$ cat src/rtl/piso_serializer.sv
// ============================================================================
//  Module   : piso_serializer
//  Purpose  : Parallel-in/serial-out stage with a one-word holding buffer so
//             back-to-back words stream with no idle bit in between.
//  Revision : 1.0  initial release
// ============================================================================
`default_nettype none

module piso_serializer #(
    parameter int WIDTH     = 8,
    parameter int MSB_FIRST = 1
) (
    input  logic             clock,
    input  logic             reset,
    input  logic [WIDTH-1:0] data_in,
    input  logic             load_valid,
    output logic             load_ready,
    input  logic             shift_en,
    output logic             ser_out,
    output logic             ser_valid,
    output logic             last_bit
);

    localparam int            CNT_W      = $clog2(WIDTH);
    localparam logic [CNT_W-1:0] c_LAST_CNT = CNT_W'(WIDTH - 1);

    localparam logic [0:0] ST_IDLE  = 1'b0;
    localparam logic [0:0] ST_SHIFT = 1'b1;

    logic [0:0]       state_q,     state_d;
    logic [WIDTH-1:0] shift_reg_q, shift_reg_d;
    logic [CNT_W-1:0] bit_cnt_q,   bit_cnt_d;
    logic [WIDTH-1:0] hold_reg_q,  hold_reg_d;
    logic             hold_full_q, hold_full_d;

    logic             w_accept;
    logic             w_word_end;
    logic             w_head_bit;
    logic [WIDTH-1:0] w_shifted;

    // The output end of the shift register depends on bit order.
    generate
        if (MSB_FIRST != 0) begin : g_msb_first
            assign w_head_bit = shift_reg_q[WIDTH-1];
            assign w_shifted  = {shift_reg_q[WIDTH-2:0], 1'b0};
        end else begin : g_lsb_first
            assign w_head_bit = shift_reg_q[0];
            assign w_shifted  = {1'b0, shift_reg_q[WIDTH-1:1]};
        end
    endgenerate

    assign w_accept   = load_valid && !hold_full_q;
    assign w_word_end = shift_en && (bit_cnt_q == '0);

    always_ff @(posedge clock) begin
        if (reset) begin
            state_q     <= ST_IDLE;
            shift_reg_q <= '0;
            bit_cnt_q   <= '0;
            hold_reg_q  <= '0;
            hold_full_q <= 1'b0;
        end else begin
            state_q     <= state_d;
            shift_reg_q <= shift_reg_d;
            bit_cnt_q   <= bit_cnt_d;
            hold_reg_q  <= hold_reg_d;
            hold_full_q <= hold_full_d;
        end
    end

    always_comb begin
        state_d     = state_q;
        shift_reg_d = shift_reg_q;
        bit_cnt_d   = bit_cnt_q;
        hold_reg_d  = hold_reg_q;
        hold_full_d = hold_full_q;

        case (state_q)
            ST_IDLE: begin
                if (hold_full_q) begin
                    shift_reg_d = hold_reg_q;
                    bit_cnt_d   = c_LAST_CNT;
                    hold_full_d = 1'b0;
                    state_d     = ST_SHIFT;
                end else if (w_accept) begin
                    shift_reg_d = data_in;
                    bit_cnt_d   = c_LAST_CNT;
                    state_d     = ST_SHIFT;
                end
            end
            default: begin
                if (w_word_end) begin
                    // Reload from hold first so acceptance order is kept.
                    if (hold_full_q) begin
                        shift_reg_d = hold_reg_q;
                        bit_cnt_d   = c_LAST_CNT;
                        hold_full_d = 1'b0;
                    end else if (w_accept) begin
                        shift_reg_d = data_in;
                        bit_cnt_d   = c_LAST_CNT;
                    end else begin
                        state_d     = ST_IDLE;
                    end
                end else begin
                    if (shift_en) begin
                        shift_reg_d = w_shifted;
                        bit_cnt_d   = bit_cnt_q - CNT_W'(1);
                    end
                    if (w_accept) begin
                        hold_reg_d  = data_in;
                        hold_full_d = 1'b1;
                    end
                end
            end
        endcase
    end

    always_comb begin
        load_ready = !hold_full_q;
        ser_valid  = (state_q == ST_SHIFT);
        ser_out    = (state_q == ST_SHIFT) ? w_head_bit : 1'b0;
        last_bit   = (state_q == ST_SHIFT) && (bit_cnt_q == '0);
    end

endmodule

`default_nettype wire

$ cat config.mk
export PLATFORM = sky130hd
export DESIGN_NAME = piso_serializer
export DESIGN_NICKNAME = d
export VERILOG_FILES = /design/src/rtl/piso_serializer.sv
export SDC_FILE = /design/constraint.sdc
export NUM_CORES = 1
export LEC_CHECK = 0
export ABC_AREA = 1
export BUFFER_PORTS_ARGS = -buffer_cell sky130_fd_sc_hd__buf_2
export CORE_ASPECT_RATIO = 1.4
export CORE_MARGIN = 2
export CORE_UTILIZATION = 40
export CTS_BUF_LIST = sky130_fd_sc_hd__clkbuf_4
export DETAILED_ROUTE_END_ITERATION = 8
export PLACE_DENSITY = 0.65
export SYNTH_ARGS = -nofsm -noshare
export SYNTH_HDL_FRONTEND = slang
export SYNTH_SLANG_ARGS = --single-unit
$ cat constraint.sdc
create_clock -name clock -period 1.9 [get_ports clock]
set_clock_uncertainty 0.15 [all_clocks]
set_input_delay 0.095 -clock clock [delete_from_list [all_inputs] [get_ports clock]]
set_output_delay 0.095 -clock clock [all_outputs]
set_load 0.02 [all_outputs]
# Word level (Yosys, flattened, before mapping)
# Cells that the tools add are included.
# word_totals
ff_bits,21
latchBits,0
ram_bits,0
romBits,0
inputBits,12
out_inout_bits,4
n_memories,0
# classes
add_sub_neg,1
multipliers,0
n_div,0
n_lt_le_gt_ge,0
eq_ne,1
shift,0
n_mux,15
n_bitwise,2
reduce_logical,7
# op_table
operator,count
2-to-1 mux 8 bit,5
2-to-1 mux 3 bit,5
2-to-1 mux 1 bit,5
logical AND 1 bit,3
logical NOT 3 bit,1
"inequality test 3 x 2 -> 1 bit, second input constant",1
AND reduction 3 bit,1
OR reduction 3 bit,1
"subtractor 3 x 1 -> 3 bit, second input constant",1
NOT 1 bit,2
logical NOT 1 bit,1

# Longest topological paths before layout
# Gate-level depths: netlist of run 1.
# logic_depth
depth_word,6
ltp_mapped,8
depth_no_buf,8

# Worst setup path after synthesis of run 1
# No wires, ideal clock.
# synth_path
kind,flip-flop to flip-flop
start,reg bit_cnt_q[0]
end,reg bit_cnt_q[2]
setup_time_ns,0.132
t_arrival_ns,1.155
required_ns,1.618
path_slack_ns,0.463
stages_incl_launch_ff,9
synth_period_minus_slack_ns,1.437
path_cell_list,dfxtp_1 > inv_1 > ha_1 > nand2_2 > nand2_1 > nor2_1 > nand2_1 > nand2_1 > a21oi_1
# synth_between
elab_chain_len,4
word_cells_on_any_way,7
classes_between,add/sub (1); eq/ne (1); mux (3); reduce/logical (2)
# synth_lines
item,line,rtl
"start, declared",32,"logic [CNT_W-1:0] bit_cnt_q, bit_cnt_d;"
"start signal, assigned",65,bit_cnt_q <= bit_cnt_d;
subtractor 3 x 1 -> 3 bit / logical NOT 3 bit (equally long branches),"107, 53",
2-to-1 mux 3 bit / logical AND 1 bit (equally long branches),"105, 53",
2-to-1 mux 3 bit,92,if (w_word_end) begin
2-to-1 mux 3 bit,78,case (state_q)
# Parallel ways exist; a longest one is shown, timed or not. The select of a mux whose other input is x is not followed.
# A chain may end at the register's enable or synchronous reset.

# Final worst setup path of run 1
# layout_path
start,reg state_q (netlist: ser_valid)
end,out last_bit
# layout_between
elab_chain_len,1
# layout_lines
item,line,rtl
"start, declared",30,"logic [0:0] state_q, state_d;"
"start signal, assigned",63,state_q <= state_d;
logical AND 1 bit,122,last_bit = (state_q == ST_SHIFT) && (bit_cnt_q == '0);
"end, declared",21,output logic last_bit
# Every way passes these cells.

==> reports/qor.yml, run 1 <==
pwr_density_cell_nw_per_um2: 726.3
postSynthAreaPerCell_sq_um: 6.686
cts_setup_buffers: 0
cts_resized: 0
pwr-share-seq_pct: 52.8
critPathMaxStageDelay_ps: 590
slowest_stage: "dfxtp_1"
synthTopCellsByArea: "dfxtp_1 (39%), nand2_1 (22%), a21oi_1 (9.2%)"
drt_iter0_markers: 10
async_reset_ff_share_pct: 0
end_kind: "primary output"
hold_path_startpoint: "reset"
grt_use_total_pct: 17.09
grt_max_degree: 21
tightest_slew_ps: 504.1
clk_pin_slew_ps: 130
grt_pass1_vias: 997
ir_drop_uv: 490.1
leakage_nw: 0.6100
rsz0062_at_grt: "no"
core-area_sq_um: 2615
synthFlopType: "dfxtp_1"
numCtsBuffers: 3
ys_warn_count: 0
reg2reg_from: "bit_cnt_q[0]$_SDFFE_PP0P_"
antenna_found_initial: 0
ant_nets: 0
ys_seq_elements: 21
route.detailed.drc: 0
start_util_pct: 41.67
n_antenna_cell: 0
min_path_cells: 2
power_w: 0.0009479
syn-cell-area_sq_um: 1090
clk_latency_ps: 320
finalSetupViolCount: 0
wl_mm: 2.225
dieArea_sq_um: 3164
synth.distinct_cells: 19
holdPathEnd: "shift_reg_q[0]$_SDFFE_PP0P_"
maxSlewHeadroom_pct: 66.35
maxCapViolCount: 0
h-tree-depth: 1
hold_viol: 0
cp.arrival_ps: 1430
intPower_w: 0.0006434
fin_crit_ps: 1679
io_pins: 16
cts.sinks: 21
synthCells: 163
period_share_pct: 88.35
hp-class: "input port to flop"
chipWidth_microns: 48.12
root_buffer: "clkbuf_4"
viasPerCell: 4.580
swShare_pct: 32.12
io_buffers: 15
status: "finished clean"
required_ps: 1650
start_kind: "flop"
via_count: 1026
switchingPower_w: 0.0003045
r2r_end: "bit_cnt_q[2]$_SDFFE_PP0P_"
cp_max_fo: 10
grt_overflow: 0
r2r_setup_slack_ps: 270
crit_chain: "buf_4, inv_1, nor2_1, buf_2"
wl_per_cell_microns: 9.933
grt_pass1_wl_mm: 3.974
ys_seq_area_share_pct: 38.58
first_pass_iters: 4
cts_tree: "built"
worstSetupPathType: "flop to primary output"
syn_to_final_growth_pct: 19.75
fin_nets: 203
placementRows: 22
gp_congestion: 0.8359
maxSlewViolCount: 0
die_h_microns: 65.76
synthesis.nets: 177
power_frac_clock_pct: 23.7
synth_top_area_cell: "dfxtp_1"
cts.path.max_buffers: 2
dp_hpwl_mm: 1.642
tns_ps: 0
max_clock_freq_mhz: 595.7
yosys.area.top_type_share_pct: 38.58
drive_gt1_share_pct: 15.96
synth_enable_flop_cells: 0
comb_power_share_pct: 23.5
rr_worst_depth: 8
layout make-up:
cell class                      instances  area (sq um)
Inverter                               24         91.34
Sequential cell                        21         420.4
Multi-Input combinational cell        114         548.0
Timing Repair Buffer                   25         172.7
Fill cell                             278          1310
Clock inverter                          1         5.005
Tap cell                               36         45.04
Clock buffer                            3         22.52
power groups by stage:
| stage | Combinational, W | Sequential (W) | Clock [W] |
|---|---|---|---|
| floorplan | 0.000164 | 0.000504 | 0 |
| global placement | 0.000207 | 0.000510 | 0 |
| detailed placement | 0.000211 | 0.000511 | 0 |
| CTS | 0.000226 | 0.000501 | 0.000228 |
| global route | 0.000261 | 0.000505 | 0.000244 |
| finish | 0.000223 | 0.000501 | 0.000224 |
placed cells by master, fill, tap and decap left out:
master,count
nand2_1,63
nor2_1,3
a21oi_1,20
nand4_1,1
nand2_2,4
clkbuf_4,3
nor2_8,1
dfxtp_1,21
nand2_4,1
buf_4,1
inv_1,22
dlygate4sd3_1,9
inv_2,1
o21ai_0,1
buf_2,15
clkinv_2,2
nand3_1,15
ha_1,2
nand3_2,1
nor3_1,1
nand3_4,1
layer usage:
metal	global-route usage, %	share of wire, %
met1	20.00	44
met2	28.67	50
met3	2.747	4.0
met4	8.108	1.5
met5	0	0
cell usage after synthesis, types with 2 or more instances:
| library cell | number |
|---|---|
| buf_6 | 2 |
| dfxtp_1 | 21 |
| nand3_1 | 15 |
| a21oi_1 | 20 |
| ha_1 | 2 |
| inv_1 | 22 |
| clkbuf_1 | 2 |
| nor2_1 | 3 |
| nand2_1 | 63 |
| nand2_2 | 4 |
flip-flops by register name, summed over array words and instances (netlist names):
register / flops
hold_reg_q: 8
shift_reg_q: 8
bit_cnt_q: 3
hold_full_q: 1
ser_valid: 1
worst max-delay path, delay by kind of cell, from the launching register on:
| kind | cells | cell delay, ps |
|---|---|---|
| buf+inv | 3 | 430 |
| simple gates | 1 | 90 |
| flops | 1 | 590 |
what timing repair did:
action                                  in CTS  in global routing
hold buffers                                 9                  0
endpoints found under the hold margin       11                  0
endpoints found under the setup margin       0                  0
kinds of logic (layout without fill, tap and decap cells):
logic type	after synthesis	in the layout	share of synthesized area, %
AND/OR/NAND/NOR	91	91	38.35
AO/OA/AOI/OAI	21	21	9.644
flip-flops	21	21	38.58
buffers and inverters	28	53	11.14
adder cells (fa/ha/maj)	2	2	2.296
per-stage QoR:
stage | hold slack (ps) | utilization, % | instance area (sq um) | setup WS [ps] | instances
after floorplan | 89.62 | - | 1090 | 463.1 | 163
after global placement | 208.0 | 45.41 | 1187 | 342.4 | 211
after detailed placement | 215.9 | 45.41 | 1187 | 294.8 | 211
after CTS | 14.52 | 49.90 | 1305 | 217.9 | 224
after global routing | 47.84 | 49.90 | 1305 | 102.1 | 224
final | 18.48 | 49.90 | 1305 | 221.3 | 224
worst max path at each step:
stage | from | end | cells after the start
floorplan | bit_cnt_q[0]$_SDFFE_PP0P_ | bit_cnt_q[2]$_SDFFE_PP0P_ | 8
global placement | bit_cnt_q[0]$_SDFFE_PP0P_ | bit_cnt_q[2]$_SDFFE_PP0P_ | 8
detailed placement | bit_cnt_q[0]$_SDFFE_PP0P_ | bit_cnt_q[2]$_SDFFE_PP0P_ | 8
CTS | ser_valid$_SDFF_PP0_ | last_bit | 4
global route | ser_valid$_SDFF_PP0_ | last_bit | 4
finish | ser_valid$_SDFF_PP0_ | last_bit | 4
Power figures use the tool's default switching activity.
==> run 2: changes to the inputs <==
--- a/config.mk
+++ b/config.mk
@@ -7,12 +7,14 @@
 export LEC_CHECK = 0
 export ABC_AREA = 1
 export BUFFER_PORTS_ARGS = -buffer_cell sky130_fd_sc_hd__buf_2
+export CELL_PAD_IN_SITES_DETAIL_PLACEMENT = 1
+export CELL_PAD_IN_SITES_GLOBAL_PLACEMENT = 1
 export CORE_ASPECT_RATIO = 1.4
 export CORE_MARGIN = 2
 export CORE_UTILIZATION = 40
 export CTS_BUF_LIST = sky130_fd_sc_hd__clkbuf_4
 export DETAILED_ROUTE_END_ITERATION = 8
-export PLACE_DENSITY = 0.65
+export PLACE_DENSITY = 0.85
 export SYNTH_ARGS = -nofsm -noshare
 export SYNTH_HDL_FRONTEND = slang
 export SYNTH_SLANG_ARGS = --single-unit
==> reports/qor.yml, run 2 (synthesized netlist as in run 1, its figures left out) <==
status: "finished clean"
fin_nets: 203
required_ps: 1950
cts.sinks: 21
reg2reg_from: "bit_cnt_q[0]$_SDFFE_PP0P_"
final_cell_mix: "nand2_1 (63), inv_1 (22), dfxtp_1 (21)"
ant_nets: 0
r2r_setup_slack_ps: 230
drive_gt1_share_pct: 15.96
maxSlewHeadroom_pct: 66.58
grt_pass1_wl_mm: 4.885
start_kind: "flop"
wl_per_cell_microns: 12.12
root_buffer: "clkbuf_4"
start_util_pct: 41.67
grt_overflow: 0
grt_use_total_pct: 21.30
ir_drop_uv: 472.4
dp.cells: 211
syn_to_final_growth_pct: 19.75
io_pins: 16
chipWidth_microns: 48.12
maxSlewViolCount: 0
critPathMaxStageDelay_ps: 360
hold_path_startpoint: "reset"
cp_max_fo: 10
crit_chain: "inv_1, ha_1, nand2_2, nand2_1, nor2_1, nand2_1, nand2_1, a21oi_1"
dieArea_sq_um: 3164
slowest_stage: "dfxtp_1"
critPathTopFamily: "simple AND/OR/NAND/NOR gates"
wl_mm: 2.714
antenna_found_initial: 0
dp_hpwl_mm: 2.036
io_buffers: 15
cp.arrival_ps: 1720
placementRows: 22
cts.path.max_buffers: 2
design_area_sq_um: 1305
cts_tree: "built"
rsz0062_at_grt: "no"
core-area_sq_um: 2615
die_h_microns: 65.76
maxCapViolCount: 0
period_share_pct: 88.00
grt_max_degree: 21
placed_cell_area_sq_um: 1187
layout_commonest_cell: "nand2_1"
first_pass_iters: 4
cpMostUsedCell: "nand2_1"
hold_viol: 0
clk_latency_ps: 310
n_antenna_cell: 0
stdcell_count: 224
gp_congestion: 0.8242
finalSetupViolCount: 0
min_path_cells: 2
top_regs: "hold_reg_q x8, shift_reg_q x8, bit_cnt_q x3"
pwr_density_cell_nw_per_um2: 731.6
worstSetupPathType: "flop to flop"
hp-class: "input port to flop"
via_count: 1086
route.detailed.drc: 0
drt_iter0_markers: 10
grt_pass1_vias: 1166
crit_buf_inv: 1
r2r_end: "bit_cnt_q[2]$_SDFFE_PP0P_"
holdPathEnd: "hold_reg_q[2]$_SDFFE_PP0P_"
end_kind: "flop"
viasPerCell: 4.848
h-tree-depth: 1
max_clock_freq_mhz: 598.1
rr_worst_depth: 8
fin_crit_ps: 1672
fillers: 360
leakage_nw: 0.6100
numCtsBuffers: 3
cts_setup_buffers: 0
tns_ps: 0
tightest_slew_ps: 500.5
clk_pin_slew_ps: 120
-- run 2: cell counts in the layout (fill, tap and decap cells not counted) --
Identical to the previous run, type by type.
-- run 2: area by class of cell --
| class | count | area (sq um) | area share (%) |
|---|---|---|---|
| clock buffer | 3 | 22.52 | 1.726 |
| clock inverter | 1 | 5.005 | 0.3835 |
| inverter | 24 | 91.34 | 6.999 |
| multi-input combinational | 114 | 548.0 | 41.99 |
| sequential | 21 | 420.4 | 32.21 |
| tap | 36 | 45.04 | 3.452 |
| timing repair buffer | 25 | 172.7 | 13.23 |
-- run 2: layer usage --
layer	GRT usage (%)	routed length, microns	up-vias
met5	0	0	-
met4	7.432	42	0
met3	4.121	78	5
met2	37.50	1483	17
met1	23.99	1109	506
li1	-	-	558
-- run 2: per-stage QoR --
stage	total power [W]	hold WS [ps]	setup WS [ps]	util [%]
floorplan	0.0006686	89.62	463.1	-
global placement	0.0007178	206.5	337.9	45.41
detailed placement	0.0007313	215.4	232.7	45.41
CTS	0.0009699	25.30	204.0	49.90
global route	0.001024	41.27	61.70	49.90
finish	0.0009547	26.75	228.0	49.90
-- run 2: power by group --
group / switching (W) / internal [W] / leakage [nW]
sequential: 0.0000265 / 0.000476 / 0.173
combinational: 0.000142 / 0.0000887 / 0.420
clock: 0.000142 / 0.0000788 / 0.0177
-- run 2: timing repair --
item                      CTS  global route
resized for setup           0             0
hold buffers                9             0
hold endpoints to repair   10             0
-- run 2: worst max-delay path by stage --
stage	slack [ps]	from	cells after the start	endpoint
CTS	200	bit_cnt_q[0]$_SDFFE_PP0P_	8	bit_cnt_q[2]$_SDFFE_PP0P_
finish	230	bit_cnt_q[0]$_SDFFE_PP0P_	8	bit_cnt_q[2]$_SDFFE_PP0P_
floorplan	460	bit_cnt_q[0]$_SDFFE_PP0P_	8	bit_cnt_q[2]$_SDFFE_PP0P_
global route	60	bit_cnt_q[0]$_SDFFE_PP0P_	8	bit_cnt_q[2]$_SDFFE_PP0P_
detailed placement	230	bit_cnt_q[0]$_SDFFE_PP0P_	8	bit_cnt_q[2]$_SDFFE_PP0P_
global placement	340	bit_cnt_q[0]$_SDFFE_PP0P_	8	bit_cnt_q[2]$_SDFFE_PP0P_
==> run 3: changes to the inputs <==
--- a/config.mk
+++ b/config.mk
@@ -14,7 +14,7 @@
 export CORE_UTILIZATION = 40
 export CTS_BUF_LIST = sky130_fd_sc_hd__clkbuf_4
 export DETAILED_ROUTE_END_ITERATION = 8
-export PLACE_DENSITY = 0.85
+export PLACE_DENSITY = 0.76
 export SYNTH_ARGS = -nofsm -noshare
 export SYNTH_HDL_FRONTEND = slang
 export SYNTH_SLANG_ARGS = --single-unit
==> reports/qor.yml, run 3 (synthesized netlist as in run 1, its figures left out) <==
status: "finished clean"
cp_max_fo: 10
hold_path_startpoint: "reset"
dieArea_sq_um: 3164
grt_use_total_pct: 20.47
io_buffers: 15
syn_to_final_growth_pct: 19.98
gp_congestion: 0.8059
postCtsHoldBufs: 9
io_pins: 16
route.detailed.drc: 0
comb_power_share_pct: 24.1
grt_pass1_wl_mm: 4.636
antenna_found_initial: 0
rsz0062_at_grt: "no"
cts_resized: 0
worstSetupPathType: "flop to flop"
root_buffer: "clkbuf_4"
leakage_nw: 0.6107
pwr-share-seq_pct: 51.8
swShare_pct: 31.49
fin_nets: 203
reg2reg_from: "bit_cnt_q[0]$_SDFFE_PP0P_"
switchingPower_w: 0.0003037
pwr_density_cell_nw_per_um2: 737.8
cp.arrival_ps: 1700
required_ps: 1940
chipWidth_microns: 48.12
top_regs: "hold_reg_q x8, shift_reg_q x8, bit_cnt_q x3"
maxCapViolCount: 0
final_cell_mix: "nand2_1 (63), inv_1 (22), dfxtp_1 (21)"
maxSlewHeadroom_pct: 67.28
ant_nets: 0
cts.path.max_buffers: 2
hp-class: "input port to flop"
tns_ps: 0
start_util_pct: 41.67
ir_drop_uv: 374.6
clk_pin_slew_ps: 120
intPower_w: 0.0006609
finalSetupViolCount: 0
grt_pass1_vias: 1136
hold_viol: 0
wl_per_cell_microns: 11.87
layout_commonest_cell: "nand2_1"
period_share_pct: 87.14
via_count: 1084
cts_tree: "built"
dp_hpwl_mm: 2.007
max_clock_freq_mhz: 604.0
power_frac_clock_pct: 24.1
drive_gt1_share_pct: 15.96
grt_max_degree: 21
start_kind: "flop"
clk_latency_ps: 310
fin_crit_ps: 1656
drt_iter0_markers: 6
worst_hold_slack_ps: 39.62
cts_setup_buffers: 0
end_kind: "flop"
numCtsBuffers: 3
core-area_sq_um: 2615
first_pass_iters: 4
die_h_microns: 65.76
wl_mm: 2.658
viasPerCell: 4.839
grt_overflow: 0
cts.sinks: 21
n_antenna_cell: 0
h-tree-depth: 1
critPathLaunch: "bit_cnt_q[0]$_SDFFE_PP0P_"
tightest_slew_ps: 490.2
placementRows: 22
maxSlewViolCount: 0
-- run 3: cell count changes in the layout (fill, tap and decap cells not counted), sizes merged --
cell / change
clkinv: -1
clkbuf: +1
-- run 3: path summary, 6_finish.rpt --
path                                 end  slack [ps]  cells after the start
max reg2reg    bit_cnt_q[2]$_SDFFE_PP0P_         240                      8
max            bit_cnt_q[2]$_SDFFE_PP0P_         240                      8
min           hold_reg_q[5]$_SDFFE_PP0P_          40                      2
min reg2reg  shift_reg_q[0]$_SDFFE_PP0P_         320                      2
-- run 3: metrics by stage --
step | util (%) | cells | total power (W) | setup slack [ps] | area [sq um]
after global placement | 45.41 | 211 | 0.0007185 | 341.6 | 1187
after CTS | 50.00 | 224 | 0.0009769 | 221.1 | 1308
after detailed placement | 45.41 | 211 | 0.0007323 | 234.5 | 1187
after global routing | 50.00 | 224 | 0.001031 | 113.8 | 1308
final | 50.00 | 224 | 0.0009647 | 244.4 | 1308
after floorplan | - | 163 | 0.0006686 | 463.1 | 1090
-- run 3: critical path: stages (launching register included) --
cell	delay (ps)
dfxtp_1	350
inv_1	70
ha_1	240
nand2_2	180
nand2_1	150
nor2_1	220
nand2_1	80
nand2_1	60
a21oi_1	60
-- run 3: final cells by class --
cell class | instances | area [sq um]
Inverter | 24 | 91.34
Multi-Input combinational cell | 114 | 548.0
Timing Repair Buffer | 25 | 172.7
Tap cell | 36 | 45.04
Sequential cell | 21 | 420.4
Fill cell | 361 | 1308
Clock buffer | 4 | 30.03
-- run 3: power by group through the flow --
stage	clock network, W	logic, W	registers, W
6_report	0.000232	0.000233	0.000500
3_5_place_dp	0	0.000222	0.000511
2_1_floorplan	0	0.000164	0.000504
5_1_grt	0.000257	0.000269	0.000505
3_3_place_gp	0	0.000210	0.000508
4_1_cts	0.000240	0.000237	0.000501
-- run 3: routing by layer --
metal	up-vias	track usage (%)	wire length [microns]
met5	-	0	0
met4	0	7.095	48
met3	6	3.297	56
met2	15	35.50	1392
met1	505	24.06	1161
li1	558	-	-
